## src/rtl/dmem_arb_pkg.sv

```systemverilog
// Shared types and memop encodings for the data-memory port arbiter.
package dmem_arb_pkg;

    // RV32 funct3 memop codes; stores reuse the low load codes
    localparam logic [2:0] MEMOP_LB  = 3'b000;
    localparam logic [2:0] MEMOP_LH  = 3'b001;
    localparam logic [2:0] MEMOP_LW  = 3'b010;
    localparam logic [2:0] MEMOP_LBU = 3'b100;
    localparam logic [2:0] MEMOP_LHU = 3'b101;
    localparam logic [2:0] MEMOP_SB  = 3'b000;
    localparam logic [2:0] MEMOP_SH  = 3'b001;
    localparam logic [2:0] MEMOP_SW  = 3'b010;

    typedef enum logic {REQ_CPU, REQ_AUX} req_id_e;

    typedef enum logic {IDLE, BURST1} burst_state_e;

endpackage

```

## src/rtl/dmem_arb_policy.sv

```systemverilog
// Winner selection for the data-memory port: CPU priority, bounded starvation
// relief and locked bursts for the auxiliary master.
module dmem_arb_policy
    import dmem_arb_pkg::*;
#(
    parameter int STARVE_LIMIT = 4,
    parameter int MAX_BURST    = 4
) (
    input  logic    clock,
    input  logic    reset,
    input  logic    r0_req,
    input  logic    r1_req,
    input  logic    r1_lock,
    output logic    grant,
    output req_id_e winner,
    output logic    starved
);

    localparam int SW = $clog2(STARVE_LIMIT + 1);
    localparam int BW = $clog2(MAX_BURST + 1);
    localparam logic [SW-1:0] STARVE_MAX = SW'(STARVE_LIMIT);
    localparam logic [BW-1:0] BURST_LAST = BW'(MAX_BURST - 1);

    burst_state_e  state;
    logic [SW-1:0] starve_cnt;
    logic [BW-1:0] burst_cnt;
    logic          r1_win;
    logic          r1_gnt;

    // Decision uses only current registers and requests, so no loop through gnt
    assign r1_win  = r1_req && (state == BURST1 || starve_cnt == STARVE_MAX || !r0_req);
    assign grant   = !reset && (r0_req || r1_req);
    assign winner  = r1_win ? REQ_AUX : REQ_CPU;
    assign r1_gnt  = grant && r1_win;
    assign starved = (starve_cnt == STARVE_MAX);

    always_ff @(posedge clock) begin
        if (reset) begin
            state      <= IDLE;
            starve_cnt <= '0;
            burst_cnt  <= '0;
        end else begin
            if (!r1_req || r1_gnt)
                starve_cnt <= '0;
            else if (starve_cnt != STARVE_MAX)
                starve_cnt <= starve_cnt + SW'(1);

            case (state)
                IDLE: begin
                    if (r1_gnt && r1_lock && (MAX_BURST > 1)) begin
                        state     <= BURST1;
                        burst_cnt <= BW'(1);
                    end
                end
                BURST1: begin
                    // Leaving the burst hands the next cycle back to normal priority
                    if (!r1_req || (r1_gnt && (!r1_lock || burst_cnt == BURST_LAST))) begin
                        state     <= IDLE;
                        burst_cnt <= '0;
                    end else if (r1_gnt) begin
                        burst_cnt <= burst_cnt + BW'(1);
                    end
                end
                default: begin
                    state     <= IDLE;
                    burst_cnt <= '0;
                end
            endcase
        end
    end

endmodule

```

## src/rtl/dmem_arbiter.sv

```systemverilog
// Shares the single data-memory port between the CPU and an auxiliary master,
// muxing request fields and routing one-cycle-latency read responses back.
module dmem_arbiter
    import dmem_arb_pkg::*;
#(
    parameter int ADDR_W       = 32,
    parameter int DATA_W       = 32,
    parameter int STARVE_LIMIT = 4,
    parameter int MAX_BURST    = 4
) (
    input  logic              clock,
    input  logic              reset,
    input  logic              r0_req,
    input  logic              r0_we,
    input  logic [2:0]        r0_op,
    input  logic [ADDR_W-1:0] r0_addr,
    input  logic [DATA_W-1:0] r0_wdata,
    input  logic              r1_req,
    input  logic              r1_we,
    input  logic [2:0]        r1_op,
    input  logic [ADDR_W-1:0] r1_addr,
    input  logic [DATA_W-1:0] r1_wdata,
    input  logic              r1_lock,
    output logic              r0_gnt,
    output logic              r1_gnt,
    output logic              r0_rvalid,
    output logic              r1_rvalid,
    output logic [DATA_W-1:0] r0_rdata,
    output logic [DATA_W-1:0] r1_rdata,
    output logic              mem_en,
    output logic              mem_we,
    output logic [2:0]        mem_op,
    output logic [ADDR_W-1:0] mem_addr,
    output logic [DATA_W-1:0] mem_wdata,
    input  logic [DATA_W-1:0] mem_rdata,
    output logic              starved
);

    logic    grant;
    req_id_e winner;
    logic    r0_rd_vld_p1;
    logic    r1_rd_vld_p1;

    dmem_arb_policy #(
        .STARVE_LIMIT (STARVE_LIMIT),
        .MAX_BURST    (MAX_BURST)
    ) u_policy (
        .clock   (clock),
        .reset   (reset),
        .r0_req  (r0_req),
        .r1_req  (r1_req),
        .r1_lock (r1_lock),
        .grant   (grant),
        .winner  (winner),
        .starved (starved)
    );

    assign r0_gnt = grant && (winner == REQ_CPU);
    assign r1_gnt = grant && (winner == REQ_AUX);

    // Stage p0: issue the winner's fields to memory
    always_comb begin
        mem_en    = 1'b0;
        mem_we    = 1'b0;
        mem_op    = '0;
        mem_addr  = '0;
        mem_wdata = '0;
        if (r0_gnt) begin
            mem_en    = 1'b1;
            mem_we    = r0_we;
            mem_op    = r0_op;
            mem_addr  = r0_addr;
            mem_wdata = r0_wdata;
        end else if (r1_gnt) begin
            mem_en    = 1'b1;
            mem_we    = r1_we;
            mem_op    = r1_op;
            mem_addr  = r1_addr;
            mem_wdata = r1_wdata;
        end
    end

    // Stage p1: read response returns to whoever issued the read
    always_ff @(posedge clock) begin
        if (reset) begin
            r0_rd_vld_p1 <= 1'b0;
            r1_rd_vld_p1 <= 1'b0;
        end else begin
            r0_rd_vld_p1 <= r0_gnt && !r0_we;
            r1_rd_vld_p1 <= r1_gnt && !r1_we;
        end
    end

    assign r0_rvalid = r0_rd_vld_p1;
    assign r1_rvalid = r1_rd_vld_p1;
    assign r0_rdata  = mem_rdata;
    assign r1_rdata  = mem_rdata;

endmodule

```

## config.mk

```make
export PLATFORM = sky130hd
export DESIGN_NAME = dmem_arbiter
export DESIGN_NICKNAME = d
export VERILOG_FILES = /design/src/rtl/dmem_arb_pkg.sv /design/src/rtl/dmem_arb_policy.sv /design/src/rtl/dmem_arbiter.sv
export SDC_FILE = /design/constraint.sdc
export NUM_CORES = 1
export LEC_CHECK = 0
export ABC_AREA = 0
export CAP_MARGIN = 20
export CORE_AREA = 8 8 115 117
export CTS_CLUSTER_DIAMETER = 150
export DETAILED_ROUTE_END_ITERATION = 12
export DIE_AREA = 0 0 123 125
export GPL_TIMING_DRIVEN = 0
export PLACE_DENSITY = 0.64
export SKIP_LAST_GASP = 1
export SLEW_MARGIN = 20
export SYNTH_ARGS = -nofsm -noshare
export SYNTH_HDL_FRONTEND = slang
export SYNTH_SLANG_ARGS = --single-unit
```

## constraint.sdc

```tcl
create_clock -name clock -period 4.8 [get_ports clock]
set_clock_uncertainty 0.05 [all_clocks]
set_input_delay 0.96 -clock clock [delete_from_list [all_inputs] [get_ports clock]]
set_output_delay 0.96 -clock clock [all_outputs]
set_load 0.005 [all_outputs]
```

### After elaboration in Yosys (flattened, before gate mapping)

Index checks and enable logic that the tools add are counted.

| cells by class | value |
|---|---|
| add/sub/neg operators | 2 |
| eq/ne operators | 5 |
| muxes and demuxes | 18 |
| bitwise operators | 2 |
| reduce and logical (&&, ||, !) cells | 23 |

Operators with widths:

| kind | number |
|---|---|
| $mux 32 | 4 |
| $mux 3 | 5 |
| $logic_and 1x1->1 | 9 |
| $mux 1 | 7 |
| $add 3x1->3 const B | 2 |
| $logic_not 1->1 | 6 |
| $logic_or 1x1->1 | 6 |
| $ne 3x3->1 const B | 2 |
| $pmux 3 s2 | 1 |
| $eq 3x2->1 const B | 1 |
| $eq 3x3->1 const B | 1 |
| $ne 2x1->1 const B | 1 |
| $not 1->1 | 2 |
| $pmux 1 s2 | 1 |
| $reduce_and 2->1 | 1 |
| $reduce_or 2->1 | 1 |

| word-level totals | value |
|---|---|
| register bits after elaboration | 9 |
| bits of input ports | 173 |

### Depth between registers and ports, before layout

| logic depth | value |
|---|---|
| depth after elaboration | 9 |
| mapped depth | 7 |
| mapped depth without buffers | 5 |

### Hierarchy

A second synthesis with hierarchy kept.

| unflattened totals | value |
|---|---|
| cells, all modules | 263 |
| area total of the unflattened synthesis | 2,165.8 um^2 |

By module, submodules not included:

| module | times used | cells an instance | area each (um^2) | sequential area each (um^2) |
|---|---|---|---|---|
| dmem_arbiter | 1 | 223 | 1,818.0 | 40.0 |
| dmem_arb_policy | 1 | 40 | 347.8 | 140.1 |

### Worst setup path after synthesis

OpenSTA, ideal clock, no wires.

| path | value |
|---|---|
| kind | input to output |
| start | input r0_req |
| end | output mem_addr[23] |
| data arrival time | 1,682 ps |
| setup slack | 2,108 ps |
| stages | 4 |
| cell sequence | a21boi_1 -> a21oi_2 -> buf_2 -> a22o_1 |

| on the way | value |
|---|---|
| cells in the longest elaborated chain, start to end | 7 |
| elaborated cells on any way between the ends | 11 |
| those cells by class | mux (3); bitwise (1); reduce/logical (7) |

Ends and longest elaborated chain:

| element | RTL line | RTL |
|---|---|---|
| start, declared | dmem_arbiter.sv:13 | `input logic r0_req,` |
| $logic_not 1->1 | dmem_arb_policy.sv:31 | `assign r1_win = r1_req && (state == BURST1 \|\| starve_cnt == STARVE_MAX \|\| !r0_req);` |
| $logic_or 1x1->1 | dmem_arb_policy.sv:31 |  |
| $logic_and 1x1->1 | dmem_arb_policy.sv:31 |  |
| $mux 1 | dmem_arb_policy.sv:33 | `assign winner = r1_win ? REQ_AUX : REQ_CPU;` |
| $logic_and 1x1->1 * | dmem_arbiter.sv:59 | `assign r1_gnt = grant && (winner == REQ_AUX);` |
| via r1_gnt | dmem_arbiter.sv:25 | `output logic r1_gnt,` |
| $mux 32 * | dmem_arbiter.sv:74 | `end else if (r1_gnt) begin` |
| $mux 32 * | dmem_arbiter.sv:68 | `if (r0_gnt) begin` |
| end, declared | dmem_arbiter.sv:33 | `output logic [ADDR_W-1:0] mem_addr,` |

The timed path passes the listed nets; every way through them passes the cells marked *.

### Worst setup path in the final report

| path | value |
|---|---|
| start | input reset |
| end | output mem_wdata[18] |

| on the way | value |
|---|---|
| cells in the longest elaborated chain, start to end | 5 |
| elaborated cells on any way between the ends | 6 |
| those cells by class | mux (2); reduce/logical (4) |

Ends and longest elaborated chain:

| element | RTL line | RTL |
|---|---|---|
| start, declared | dmem_arbiter.sv:12 | `input logic reset,` |
| $logic_not 1->1 * | dmem_arb_policy.sv:32 | `assign grant = !reset && (r0_req \|\| r1_req);` |
| $logic_and 1x1->1 * | dmem_arb_policy.sv:32 |  |
| $logic_and 1x1->1 | dmem_arbiter.sv:59 |  |
| $mux 32 | dmem_arbiter.sv:74 |  |
| $mux 32 * | dmem_arbiter.sv:68 |  |
| end, declared | dmem_arbiter.sv:34 | `output logic [DATA_W-1:0] mem_wdata,` |

Mark *: on every way between the ends. The rest lies on a longest branch, timed or not.

==> results.txt <==
Across all register-to-register paths, the minimum setup slack is 3.10 ns. The final worst-path cycle share is 0.8575. In this run, the number of DRC markers left after iteration 0 of detailed routing was 66. The run gives 0 as the initial antenna violation count.

Grouping stages by cell kind, the critical path spends the most delay in buffers and inverters. For the headroom to the max-slew limit, the log shows 0.6601. In this run, post-CTS repair resized a total of 0 instances. The H-tree depth is 1. Pin placement for this block handled 311 I/O pins. The number of buffer cells added on primary ports came out at 278.

The clock period minus final worst setup slack works out to 4.116 ns. The tools report the reg-to-reg startpoint as u_policy.starve_cnt[0]. The kind of capture point of the worst setup path is an output port. The signal on the critical path passes through clkdlybuf4s50_1 -> nand2b_1 -> a21oi_2 -> buf_2 -> a22o_1 -> clkdlybuf4s50_1. The first detailed-routing pass ran for 4 iterations. Final design utilization: 0.4015.

The run gives 0.1115 as the part of the Yosys area used for sequential elements. In the post-synthesis netlist, the cell with the most instances is sky130_fd_sc_hd__a22o_1. The path type of the worst min-delay path is flop to flop. Standard cell area after detailed placement: 4583 um^2. The end point of the worst hold path is u_policy.starve_cnt[0]. The summed negative setup slack over all endpoints is 0 ns, and the largest driver fanout on the critical path is 10. The cell area after technology mapping came out at 1617 um^2. The total of hold buffers inserted after clock tree synthesis is 0. The synthesized design contains 0 enable-type register cells.

The cell with the largest stage delay on the worst path is sky130_fd_sc_hd__clkdlybuf4s50_1. For the combinational fraction of design power, the log shows 0.622. Top flip-flop cell by instance count after synthesis: sky130_fd_sc_hd__dfxtp_1. The floorplan step defined a core boundary enclosing 11610 um^2.

Setup repair after global routing left no endpoint under its margin. Routability-driven placement finished with a final weighted congestion of 0.7243. Setup violations remaining at the end of the flow were counted as 0. Number of max-slew violations in the final report: 0.

Across the run, the number of max-cap violations was 0. The number of sinks on the clock net was 9; the global route total overflow was 0. Entering global routing, the biggest net connects 11 pins. Number of cells traversed by the worst register-to-register path: 6. The longest clock path from root to sink contains 2 buffers. In this run the mean area of a mapped cell was 8.333 um^2. The run gives 243.0 MHz as the maximum clock frequency. The die covers 15380 um^2. The clock-pin slew of the registers on the worst-case setup and hold paths was 0.04 ns. Once the clock tree was built, the setup fixing pass inserted 0 buffers. IR analysis of the VDD net gives a maximum drop of 0.1401 mV. The floorplan step set the die height to 125 um. For the worst setup path, the data arrival time is 3.11 ns.

At the worst endpoint, the required time is 3.79 ns. At the pin with the least slew margin, the transition time is 0.5098 ns. Ranked by total cell area, the synthesized netlist is headed by sky130_fd_sc_hd__a22o_1, sky130_fd_sc_hd__buf_4, sky130_fd_sc_hd__dfxtp_1.

After synthesis the netlist holds a flip-flop and latch count of 9. The proportion of synthesized flip-flops having asynchronous set or reset is 0, and the starting density of the core is 0.1392. In this run the power spent charging and discharging nets is 138.9 uW.

Detailed placement finished with a half-perimeter wire length of 10110 um. Sequential fraction of design power: 0.130. For the worst-skew pair, the clock arrives at the later sink with an insertion delay of 0.24 ns.

The final layout contains 654 nets. From left edge to right edge, the die measures 123 um. The number of placed instances, taps included, is 619. Wires add up to 11100 um. The tree is rooted in a sky130_fd_sc_hd__clkbuf_16. The cell type contributing the most total cell area after synthesis was sky130_fd_sc_hd__a22o_1.

STA classifies the critical path startpoint as an input pin. The fraction of final layout cells sized beyond drive strength 1 works out to 0.1765. The tools report the hold violation count in the final report as 0. The switching portion of total power was 0.2301; the number of global-route vias before repair was 2710. Dividing the detail-routed via count by the number of cells gives 4.042. The first global-routing pass estimated 15900 um of wire. The run finished with clean final reports. The run gives 623 as the number of standard cells in the layout, taps in and fillers out. Synthesis produced a netlist whose cell count is 194. By count the netlist is led by sky130_fd_sc_hd__a22o_1, sky130_fd_sc_hd__buf_4, sky130_fd_sc_hd__dfxtp_1.

The number of warnings issued by yosys came out at 0. The tools report the count of different cell masters after synthesis as 24. The via count came out at 2518.

The worst setup path is of the input pin to output port kind. The initialized floorplan defines 40 standard-cell rows. TritonCTS built the clock tree. The number of cells traversed by the worst hold path is 1.

The share of the synthesized area in the top cell type is 0.3684. The number of antenna diodes in the final layout is 0. The cell area power density was 129.5 nW/um^2. The share of total power in the clock network was 0.248. In this design, the critical path's most frequently occurring cell is sky130_fd_sc_hd__clkdlybuf4s50_1. For this run, design rule violations remaining after detail routing come to 0. Relative to the synthesized area, the layout overhead comes to 188.4%. The routed wirelength normalized by instance count came out at 17.82 um. The global routing usage summed across all routing layers is 0.1304, and the delay contributed by the slowest stage of the critical path is 0.52 ns. The beginning of the worst hold path was u_policy.starve_cnt[0]. The detail route stage leaves a number of antenna-violating nets equal to 0.

Counting the buffers created by CTS gives 3. The critical path buffer and inverter count was 3; the post-route standard cell area excluding fillers was 4662 um^2. After layout, the design draws a total of 603.6 uW. The number of nets in the synthesized netlist is 371. The run gives 0.001905 uW as the static leakage power. The endpoint identified for the worst register-to-register timing path is r1_rvalid. The run gives 464.7 uW as the internal power consumption.
-- worst register-to-register path, stage by stage (launching register included) --
cell and delay, ns:
sky130_fd_sc_hd__dfxtp_1 0.31, sky130_fd_sc_hd__inv_1 0.06, sky130_fd_sc_hd__ha_1 0.19, sky130_fd_sc_hd__a21boi_1 0.12, sky130_fd_sc_hd__a21oi_2 0.45, sky130_fd_sc_hd__buf_2 0.31
sky130_fd_sc_hd__nor2b_1 0.14
-- registers in the layout, summed over array words and instances, names as in the netlist --
signal and flops:
u_policy.starve_cnt 3, r0_rvalid 1, r1_rvalid 1, u_policy.burst_cnt 3, u_policy.state 1
-- per-stage QoR --
step	hold WS [ns]	worst slack (ns)
after floorplan	0.3673	2.108
after global placement	0.3773	0.6347
after detailed placement	0.3850	0.5997
after CTS	0.3944	0.6034
after global routing	0.4189	0.4962
final	0.3896	0.6841
-- how the worst max path moves through the flow --
stage / startpoint / end / cells after the start
after global routing: reset / mem_we / 6
final: reset / mem_wdata[18] / 6
after detailed placement: reset / mem_wdata[18] / 6
after CTS: reset / mem_wdata[18] / 6
after global placement: reset / mem_wdata[18] / 6
after floorplan: r0_req / mem_addr[23] / 4
-- cell type report --
class,count,area [um^2]
fillers,1168,6949
repair buffers,278,2783
multi-input cells,100,808.3
plain buffers,79,605.6
well taps,147,183.9
flip-flops and latches,9,180.2
clock buffers,4,78.83
inverters,6,22.52
-- layout by cell type, fill, tap and decap left out, types with 2 or more instances in the layout --
master,count
sky130_fd_sc_hd__a22o_1,68
sky130_fd_sc_hd__a32o_1,2
sky130_fd_sc_hd__buf_2,7
sky130_fd_sc_hd__buf_4,64
sky130_fd_sc_hd__buf_6,8
sky130_fd_sc_hd__clkbuf_16,3
sky130_fd_sc_hd__clkdlybuf4s50_1,278
sky130_fd_sc_hd__dfxtp_1,9
sky130_fd_sc_hd__ha_1,4
sky130_fd_sc_hd__inv_1,5
sky130_fd_sc_hd__nand2_1,3
sky130_fd_sc_hd__nand3_1,2
sky130_fd_sc_hd__nor2_1,8
sky130_fd_sc_hd__nor2b_1,2
-- metal layers --
layer / GRT usage / share of wire / up-vias
met5: 0 / 0 / -
met4: 0.02410 / 0.011 / 0
met3: 0.04410 / 0.13 / 7
met2: 0.2477 / 0.51 / 157
met1: 0.1339 / 0.35 / 1130
li1: - / - / 1224
-- kinds of logic after synthesis --
| group | share of synthesized area |
|---|---|
| adder cells (fa/ha/maj) | 0.03096 |
| AND/OR/NAND/NOR | 0.06425 |
| AO/OA/AOI/OAI | 0.4048 |
| buffers and inverters | 0.3885 |
| flip-flops | 0.1115 |
-- power by group through the flow --
stage	logic [uW]	clock network (uW)	registers [uW]
global route	400	157	78.5
detailed placement	380	0	79.5
CTS	381	154	78.3
floorplan	113	0	79.3
global placement	376	0	79.4
finish	376	150	78.3
No activity file was read; power rests on OpenSTA's default activity.
